### src/rtl/debug_pkg.sv
// debug_pkg: shared constants for the debug port receive framer
package debug_pkg;
  localparam logic [7:0] START_BYTE = 8'h68;
  localparam logic [7:0] CODE_WATCHDOG = 8'h65;
  localparam logic [1:0] ERR_LEN = 2'd1;
  localparam logic [1:0] ERR_CHK = 2'd2;
  localparam logic [1:0] ERR_TMO = 2'd3;
  localparam logic [2:0] S_IDLE = 3'd0;
  localparam logic [2:0] S_CODE = 3'd1;
  localparam logic [2:0] S_LEN = 3'd2;
  localparam logic [2:0] S_DATA = 3'd3;
  localparam logic [2:0] S_CHK = 3'd4;
  localparam logic [2:0] S_OUT = 3'd5;
  localparam logic [31:0] TIMEOUT_REAL = 32'd1000000;
  localparam logic [31:0] TIMEOUT_SIM = 32'd64;
endpackage

### src/rtl/debug_rx_timer.sv
// debug_rx_timer: inter-byte timeout counter, expires when it reaches TIMEOUT-1
module debug_rx_timer #(
  parameter int TMO_W = 32,
  parameter logic [31:0] TIMEOUT = debug_pkg::TIMEOUT_REAL
) (
  input  logic clk,
  input  logic rst,
  input  logic clr,
  input  logic en,
  output logic expire
);
  logic [TMO_W-1:0] cnt_q, cnt_d;
  always_comb cnt_d = (clr || !en) ? '0 : cnt_q + 1'b1;
  assign expire = en && (cnt_q == TMO_W'(TIMEOUT - 32'd1));
  always_ff @(posedge clk) begin
    if (rst) cnt_q <= '0;
    else cnt_q <= cnt_d;
  end
endmodule

### src/rtl/debug_cmd_rx.sv
// debug_cmd_rx: hunts for frame start, parses CODE/LEN/payload/XOR checksum, emits commands and error pulses
module debug_cmd_rx
  import debug_pkg::*;
#(
  parameter logic [7:0] START_BYTE = debug_pkg::START_BYTE,
  parameter int MAX_LEN = 8,
  parameter logic [31:0] TIMEOUT = TIMEOUT_REAL,
  parameter int TMO_W = 32
) (
  input  logic                 i_clk,
  input  logic                 i_rst,
  input  logic [7:0]           i_rdata,
  input  logic                 i_rready,
  output logic                 o_rreq,
  output logic                 o_cmd_valid,
  input  logic                 i_cmd_ready,
  output logic [7:0]           o_cmd_code,
  output logic [4:0]           o_cmd_len,
  output logic [8*MAX_LEN-1:0] o_cmd_data,
  output logic                 o_err_valid,
  output logic [1:0]           o_err_code
);
  localparam logic [7:0] MAX_B = 8'(MAX_LEN);
  logic [2:0] state_q, state_d;
  logic [7:0] code_q, code_d, chk_q, chk_d;
  logic [4:0] len_q, len_d, idx_q, idx_d;
  logic [8*MAX_LEN-1:0] buf_q, buf_d;
  logic popped_q, err_v_q, err_v_d;
  logic [1:0] err_c_q, err_c_d;
  logic rreq, tmr_en, expire, tmo;
  // one-cycle gap after each pop gives the UART time to update i_rready
  assign rreq = i_rready && (state_q != S_OUT) && !popped_q && !i_rst;
  assign tmr_en = (state_q == S_CODE) || (state_q == S_LEN) || (state_q == S_DATA) || (state_q == S_CHK);
  assign tmo = expire && !rreq;
  debug_rx_timer #(.TMO_W(TMO_W), .TIMEOUT(TIMEOUT)) u_timer (
    .clk(i_clk), .rst(i_rst), .clr(rreq), .en(tmr_en), .expire(expire)
  );
  always_comb begin
    state_d = state_q;
    code_d = code_q;
    len_d = len_q;
    idx_d = idx_q;
    chk_d = chk_q;
    buf_d = buf_q;
    err_v_d = 1'b0;
    err_c_d = err_c_q;
    case (state_q)
      S_IDLE: state_d = (rreq && i_rdata == START_BYTE) ? S_CODE : S_IDLE;
      S_CODE: if (rreq) begin
        code_d = i_rdata;
        chk_d = i_rdata;
        state_d = S_LEN;
      end
      S_LEN: if (rreq) begin
        chk_d = chk_q ^ i_rdata;
        len_d = i_rdata[4:0];
        idx_d = '0;
        state_d = (i_rdata > MAX_B) ? S_IDLE : (i_rdata == 8'd0) ? S_CHK : S_DATA;
        err_v_d = i_rdata > MAX_B;
        err_c_d = (i_rdata > MAX_B) ? ERR_LEN : err_c_q;
      end
      S_DATA: if (rreq) begin
        buf_d[8*idx_q +: 8] = i_rdata;
        chk_d = chk_q ^ i_rdata;
        idx_d = idx_q + 5'd1;
        state_d = (idx_d == len_q) ? S_CHK : S_DATA;
      end
      S_CHK: if (rreq) begin
        state_d = (i_rdata == chk_q) ? S_OUT : S_IDLE;
        err_v_d = i_rdata != chk_q;
        err_c_d = (i_rdata != chk_q) ? ERR_CHK : err_c_q;
      end
      S_OUT: state_d = i_cmd_ready ? S_IDLE : S_OUT;
      default: state_d = S_IDLE;
    endcase
    if (tmo) begin
      state_d = S_IDLE;
      err_v_d = 1'b1;
      err_c_d = ERR_TMO;
    end
    if (state_d == S_IDLE) begin
      code_d = '0;
      len_d = '0;
      idx_d = '0;
      chk_d = '0;
      buf_d = '0;
    end
  end
  always_ff @(posedge i_clk) begin
    if (i_rst) begin
      state_q <= S_IDLE;
      code_q <= '0;
      len_q <= '0;
      idx_q <= '0;
      chk_q <= '0;
      buf_q <= '0;
      popped_q <= 1'b0;
      err_v_q <= 1'b0;
      err_c_q <= '0;
    end else begin
      state_q <= state_d;
      code_q <= code_d;
      len_q <= len_d;
      idx_q <= idx_d;
      chk_q <= chk_d;
      buf_q <= buf_d;
      popped_q <= rreq;
      err_v_q <= err_v_d;
      err_c_q <= err_c_d;
    end
  end
  assign o_rreq = rreq;
  assign o_cmd_valid = state_q == S_OUT;
  assign o_cmd_code = code_q;
  assign o_cmd_len = len_q;
  assign o_cmd_data = buf_q;
  assign o_err_valid = err_v_q;
  assign o_err_code = err_c_q;
endmodule

### config.mk
export PLATFORM = sky130hd
export DESIGN_NAME = debug_cmd_rx
export DESIGN_NICKNAME = d
export VERILOG_FILES = /design/src/rtl/debug_pkg.sv /design/src/rtl/debug_rx_timer.sv /design/src/rtl/debug_cmd_rx.sv
export SDC_FILE = /design/constraint.sdc
export NUM_CORES = 1
export LEC_CHECK = 0
export ABC_AREA = 1
export CAP_MARGIN = 10
export CORE_AREA = 4 4 126 159
export CTS_CLUSTER_SIZE = 16
export DETAILED_ROUTE_END_ITERATION = 12
export DIE_AREA = 0 0 130 163
export PLACE_DENSITY_LB_ADDON = 0.2
export SKIP_CTS_REPAIR_TIMING = 1
export SLEW_MARGIN = 20
export SYNTH_ARGS = -nofsm -noshare
export SYNTH_HDL_FRONTEND = slang
export SYNTH_SLANG_ARGS = --single-unit
### constraint.sdc
create_clock -name i_clk -period 5.5 [get_ports i_clk]
set_clock_uncertainty 0.2 [all_clocks]
set_input_delay 0.825 -clock i_clk [delete_from_list [all_inputs] [get_ports i_clk]]
set_output_delay 0.825 -clock i_clk [all_outputs]
set_load 0.005 [all_outputs]
---- After elaboration in Yosys (flattened, before gate mapping) ----
Index checks and enable logic that the tools add are counted.
cells by class
  $add $sub $neg .......................... 3
  equal/unequal tests ..................... 19
  reductions and logical operators ........ 29
  magnitude comparators ................... 1
  shift operators ......................... 2
  muxes and demuxes ....................... 29
  bitwise gates (word level) .............. 1
operator list
  cell                                                            count
  bitwise mux 64 bit                                              1
  variable shift 8 x 34 -> 64 bit (first input constant)          1
  variable part select 8 x 34 -> 64 bit                           1
  negator 8 -> 34 bit                                             1
  adder 32 x 1 -> 32 bit (second input constant)                  1
  equality test 32 x 20 -> 1 bit (second input constant)          1
  two-way mux 3 bit                                               10
  case mux 3 bit (6 select lines)                                 1
  two-way mux 8 bit                                               2
  case mux 8 bit (2 select lines)                                 1
  two-way mux 2 bit                                               5
  two-way mux 5 bit                                               2
  case mux 5 bit (2 select lines)                                 1
  != test 3 bit (second input constant)                           3
  equality test 8 x 7 -> 1 bit (second input constant)            1
  equality test 8 bit                                             1
  greater-than comparator 8 x 4 -> 1 bit (second input constant)  1
  zero test 8 bit                                                 1
  != test 8 bit                                                   1
  XOR 8 bit                                                       1
  equality test 3 x 2 -> 1 bit (second input constant)            2
  equality test 3 bit (second input constant)                     2
  logical AND 1 bit                                               6
  zero test 3 bit                                                 2
  17 further kinds                                                35
storage, ports and cells
  input port bits ......................... 12
  register bits ........................... 129
  logic and storage cells ................. 94

---- Longest topological paths before layout ----
  depth after elaboration ................. 10
  mapped depth ............................ 19
  mapped depth without buffers ............ 17

---- Cells and area by module ----
A second synthesis with hierarchy kept.
unflattened totals
  cell total of the unflattened synthesis .. 1,062
  area, all modules ....................... 6,891.6 sq um
modules (own cells, without submodules)
  module          area an instance (sq um)  cells each  sequential area each (sq um)  times used
  debug_cmd_rx    5,097.4                   790         1,941.9                       1
  debug_rx_timer  1,794.2                   272         640.6                         1

---- Least setup slack after synthesis ----
OpenSTA, ideal clock, no wires.
  path kind ............................... flip-flop to flip-flop
  start point ............................. register idx_q[0]
  end point ............................... register buf_q[46] (netlist: o_cmd_data[46])
  setup time .............................. 109 ps
  period minus slack after synthesis ...... 2,773 ps
  data arrival time ....................... 2,464 ps
  setup slack ............................. 2,727 ps
  stages on the path, launching flop included .. 18
  cells stage by stage .................... dfxtp_1 > inv_2 > clkbuf_1 > ha_1 > inv_1 > nor2_1 > nand2_1 > ha_1 > buf_2 > nand3_2 > nand3_2 > nor2_2 > nand3_1 > buf_2 > nand2_1 > o21ai_0 > nand2_1 > inv_1
on the way
  longest elaborated chain between the ends .. 8
RTL lines
  element                          RTL line             RTL
  start: declaration               debug_cmd_rx.sv:26   logic [4:0] len_q, len_d, idx_q, idx_d;
  start signal: assignment         debug_cmd_rx.sv:104  idx_q <= idx_d;
  adder 5 x 1 -> 5 bit             debug_cmd_rx.sv:65   idx_d = idx_q + 5'd1;
  equality test 5 bit              debug_cmd_rx.sv:66   state_d = (idx_d == len_q) ? S_CHK : S_DATA;
  two-way mux 3 bit                debug_cmd_rx.sv:66
  two-way mux 3 bit                debug_cmd_rx.sv:62   S_DATA: if (rreq) begin
  case mux 3 bit (6 select lines)  debug_cmd_rx.sv:47   case (state_q)
  two-way mux 3 bit                debug_cmd_rx.sv:76   if (tmo) begin
  zero test 3 bit                  debug_cmd_rx.sv:81   if (state_d == S_IDLE) begin
  OR reduction 2 bit (no line)     -
  end signal: assignment           debug_cmd_rx.sv:106  buf_q <= buf_d;
  end: declaration                 debug_cmd_rx.sv:27   logic [8*MAX_LEN-1:0] buf_q, buf_d;
Several ways; a longest one is shown, not always the timed one.
A chain may end at the register's enable or synchronous reset.

---- Final worst setup path ----
Ends and elaborated chain as after synthesis.

==> impl_results.md <==
- Status: finished, final reports clean
- Root Buffer Master: sky130_fd_sc_hd__clkbuf_16
- Maximum clock insertion buffer count: 2
- Post-layout power: 2.10 mW
- Post-route setup slack: 1680 ps
- P_leak: 3.56 nW
- Worst Setup End Kind: register
- Startpoint type of the worst setup path: register
- Largest stage delay, worst path: 850 ps
- Async set or reset register ratio after synthesis: 0
- Final total negative setup slack: 0 ps
- Cell with the largest stage delay on the worst path: sky130_fd_sc_hd__ha_1
- Die Area: 21200 µm²
- Final Max Tran Viols: 0
- Maximum number of pins on one net before global-route repair: 91
- Clock tree from TritonCTS: yes
- First-pass GRT wire length: 26800 µm
- Number of iterations in the first detailed-routing pass: 5
- Most congested layer reported by global routing: met2
- Upper clock frequency limit: 0.262 GHz
- Worst slew pin tran: 1010 ps
- Number of buffers added on ports: 93
- Predominant post-synthesis flop cell: sky130_fd_sc_hd__dfxtp_1
- Diodes inserted: 0
- Cell chain of the critical path: inv_2 -> ha_1 -> inv_1 -> nor2_1 -> nand2_1 -> ha_1 -> nand3_2 -> nor2_2 -> nand3_1 -> o21ai_0 -> nand2_1 -> inv_1
- Hold violation total from the final report: 0
- GRT Resource Usage Total: 0.159
- Number of buffers added by the clock tree synthesis step: 17
- DIE WIDTH: 130 µm
- Global Route met1 Usage: 0.205
- Antenna violations before repair: 0
- Top cells by instance count after synthesis: 296 x sky130_fd_sc_hd__nand2_1, 168 x sky130_fd_sc_hd__inv_1, 129 x sky130_fd_sc_hd__dfxtp_1
- Worst Path Class, Setup: register to register
- Seq/Total Area, Yosys: 0.404
- Count of flip-flops with a built-in enable after synthesis: 0
- CTS clock-pin slew for the worst setup and hold paths: approximately 60 ps
- Peak supply drop: approximately 0.15 mV
- Most frequently used cell type in the post-synthesis netlist: sky130_fd_sc_hd__nand2_1
- Hold Worst Slack: 248 ps
- RSZ-0062 raised after global routing: false
- Boundary pin count: 94
- Post-route minimum period: 3820 ps
- Clk sink count: 129
- ANT nets after route: 0
- Worst-path fanout max: 25
- Met2 usage in global routing: 0.262
- Count of unique library cells instantiated by Yosys: 37
- Worst hold path type: register to register
- Top post-synthesis cells by area: sky130_fd_sc_hd__dfxtp_1 40%, sky130_fd_sc_hd__nand2_1 17%, sky130_fd_sc_hd__inv_1 9.9%, sky130_fd_sc_hd__o21ai_0 6.1%, sky130_fd_sc_hd__nand3_1 3.9%
- Number of endpoints failing setup at the final stage: 0
- Detailed placer's ending HPWL: 11900 µm
- Gpl congestion: 0.826
- Number of vias after detailed routing: 5928
- Max cap viols: 0
- Clock latency reported for the late side of the worst-skew pair: between 400 and 500 ps
- WP data arrival: roughly 4000 ps
- Area share of the largest cell type after synthesis: 0.404
- Tightest slew margin relative to the limit: 0.327
- Die Height: 163 µm
- Yosys warns: 0
- Site row count: 56
- Crit path from: idx_q[0]
- Area delta synth->final: 25.1%
- Core region area: 18500 µm²
- Post-detailed-route via-to-cell ratio: 4.58
- Via count of the first global-routing pass: 5383
- Worst min-delay path startpoint: u_timer.cnt_q[0]
- Mean instance size in the synthesized netlist: 6.60 µm²
- Yosys reg bits: between 100 and 150
- Final clock period utilization by the worst path: 0.695
- Total number of nets in the final design: approximately 1100
- H-Tree Depth: 4
- Startpoint of the lowest-slack register-to-register path: idx_q[0]
- Post-synthesis net count: 985
- Worst slack, placed: between 1500 and 2000 ps
- Fraction of layout cells with a size suffix above 1: 0.0790
- Areal power density over the cells: 262 nW/µm²
- Total grt overflow: 0
- Met3 GRT Util: 0.0331
- Final Util: 0.433
- Number of cells produced by synthesis: 969
- Most area-hungry cell type in the Yosys netlist: sky130_fd_sc_hd__dfxtp_1
- Post-route DRC: 0
- Initial detailed-routing violation count: ~430
- Required arrival time at the worst endpoint: 5660 ps
- Mean routed wirelength per cell: 12.7 µm
- Initial cell density of the core: 0.346
- Routed wire length: between 15000 and 20000 µm
- Post-synth design cell area: 6400 µm²
[cell type report]
class / instances / area [µm²]
fillers: 1968 / 10500
multi-input cells: 625 / 2910
flip-flops and latches: 129 / 2580
repair buffers: 95 / 946
inverters: 182 / 683
clock buffers: 18 / 439
well taps: 232 / 290
clock inverters: 14 / 154
[cell usage in the layout, fill, tap and decap left out, types with 7 or more instances in the layout]
cell type and n:
sky130_fd_sc_hd__dfxtp_1 129, sky130_fd_sc_hd__nand2_2 12, sky130_fd_sc_hd__nor2_1 61, sky130_fd_sc_hd__a21oi_1 25, sky130_fd_sc_hd__nand2_1 296, sky130_fd_sc_hd__nand3_1 50, sky130_fd_sc_hd__inv_2 14, sky130_fd_sc_hd__nor3_1 14
sky130_fd_sc_hd__xor2_1 9, sky130_fd_sc_hd__o21ai_0 78, sky130_fd_sc_hd__clkbuf_16 17, sky130_fd_sc_hd__inv_1 168, sky130_fd_sc_hd__nand4_1 18, sky130_fd_sc_hd__o21ai_1 16, sky130_fd_sc_hd__nor2_2 7, sky130_fd_sc_hd__clkdlybuf4s50_1 93
[cell families (layout without fill, tap and decap cells)]
logic type | Yosys count | after routing | share of synthesized area
compound gates | 127 | 127 | 0.102
xor+xnor | 12 | 12 | 0.0164
fa+ha+maj | 4 | 4 | 0.00782
buf+inv | 215 | 309 | 0.141
flops | 129 | 129 | 0.404
simple gates | 482 | 482 | 0.329
[flip-flops by register name, summed over array words and instances (netlist names)]
| signal | cells |
|---|---|
| o_cmd_len | 5 |
| state_q | 3 |
| o_err_code | 2 |
| o_cmd_data | 64 |
| chk_q | 8 |
| o_cmd_code | 8 |
| idx_q | 5 |
| o_err_valid | 1 |
| u_timer.cnt_q | 32 |
| popped_q | 1 |
[worst max-delay path: cells and delay by family, from the launching register on]
family	cells	cell delay (ps)
simple gates	6	1180
compound gates	1	320
fa+ha+maj	2	1080
flops	1	490
buf+inv	3	480
[through the flow]
step,std cells,area (µm²)
after CTS,1295,8010
after detailed placement,1263,7410
after floorplan,969,6400
after global placement,1263,7410
final,1295,8010
after global routing,1295,8010
[report_power, final]
part | internal (mW) | switching, mW | total, mW | leakage (nW)
clock | 0.685 | 0.448 | 1.13 | 0.284
sequential | 0.935 | 0.0000929 | 0.935 | 1.04
combinational | 0.0117 | 0.0212 | 0.0329 | 2.24
[final timing paths]
kind | to | slack, ps | cells after the start
max | o_cmd_data[46] | 1680 | 12
min | u_timer.cnt_q[0] | 250 | 1
max reg2reg | o_cmd_data[46] | 1680 | 12
min reg2reg | u_timer.cnt_q[0] | 250 | 1
[metal layers]
layer / vias to the layer above / routed length, µm
met5: - / 0
met2: 138 / 7750
met3: 17 / 883
li1: 3151 / -
met4: 0 / 241
met1: 2622 / 7600
No activity file was read; power rests on OpenSTA's default activity.
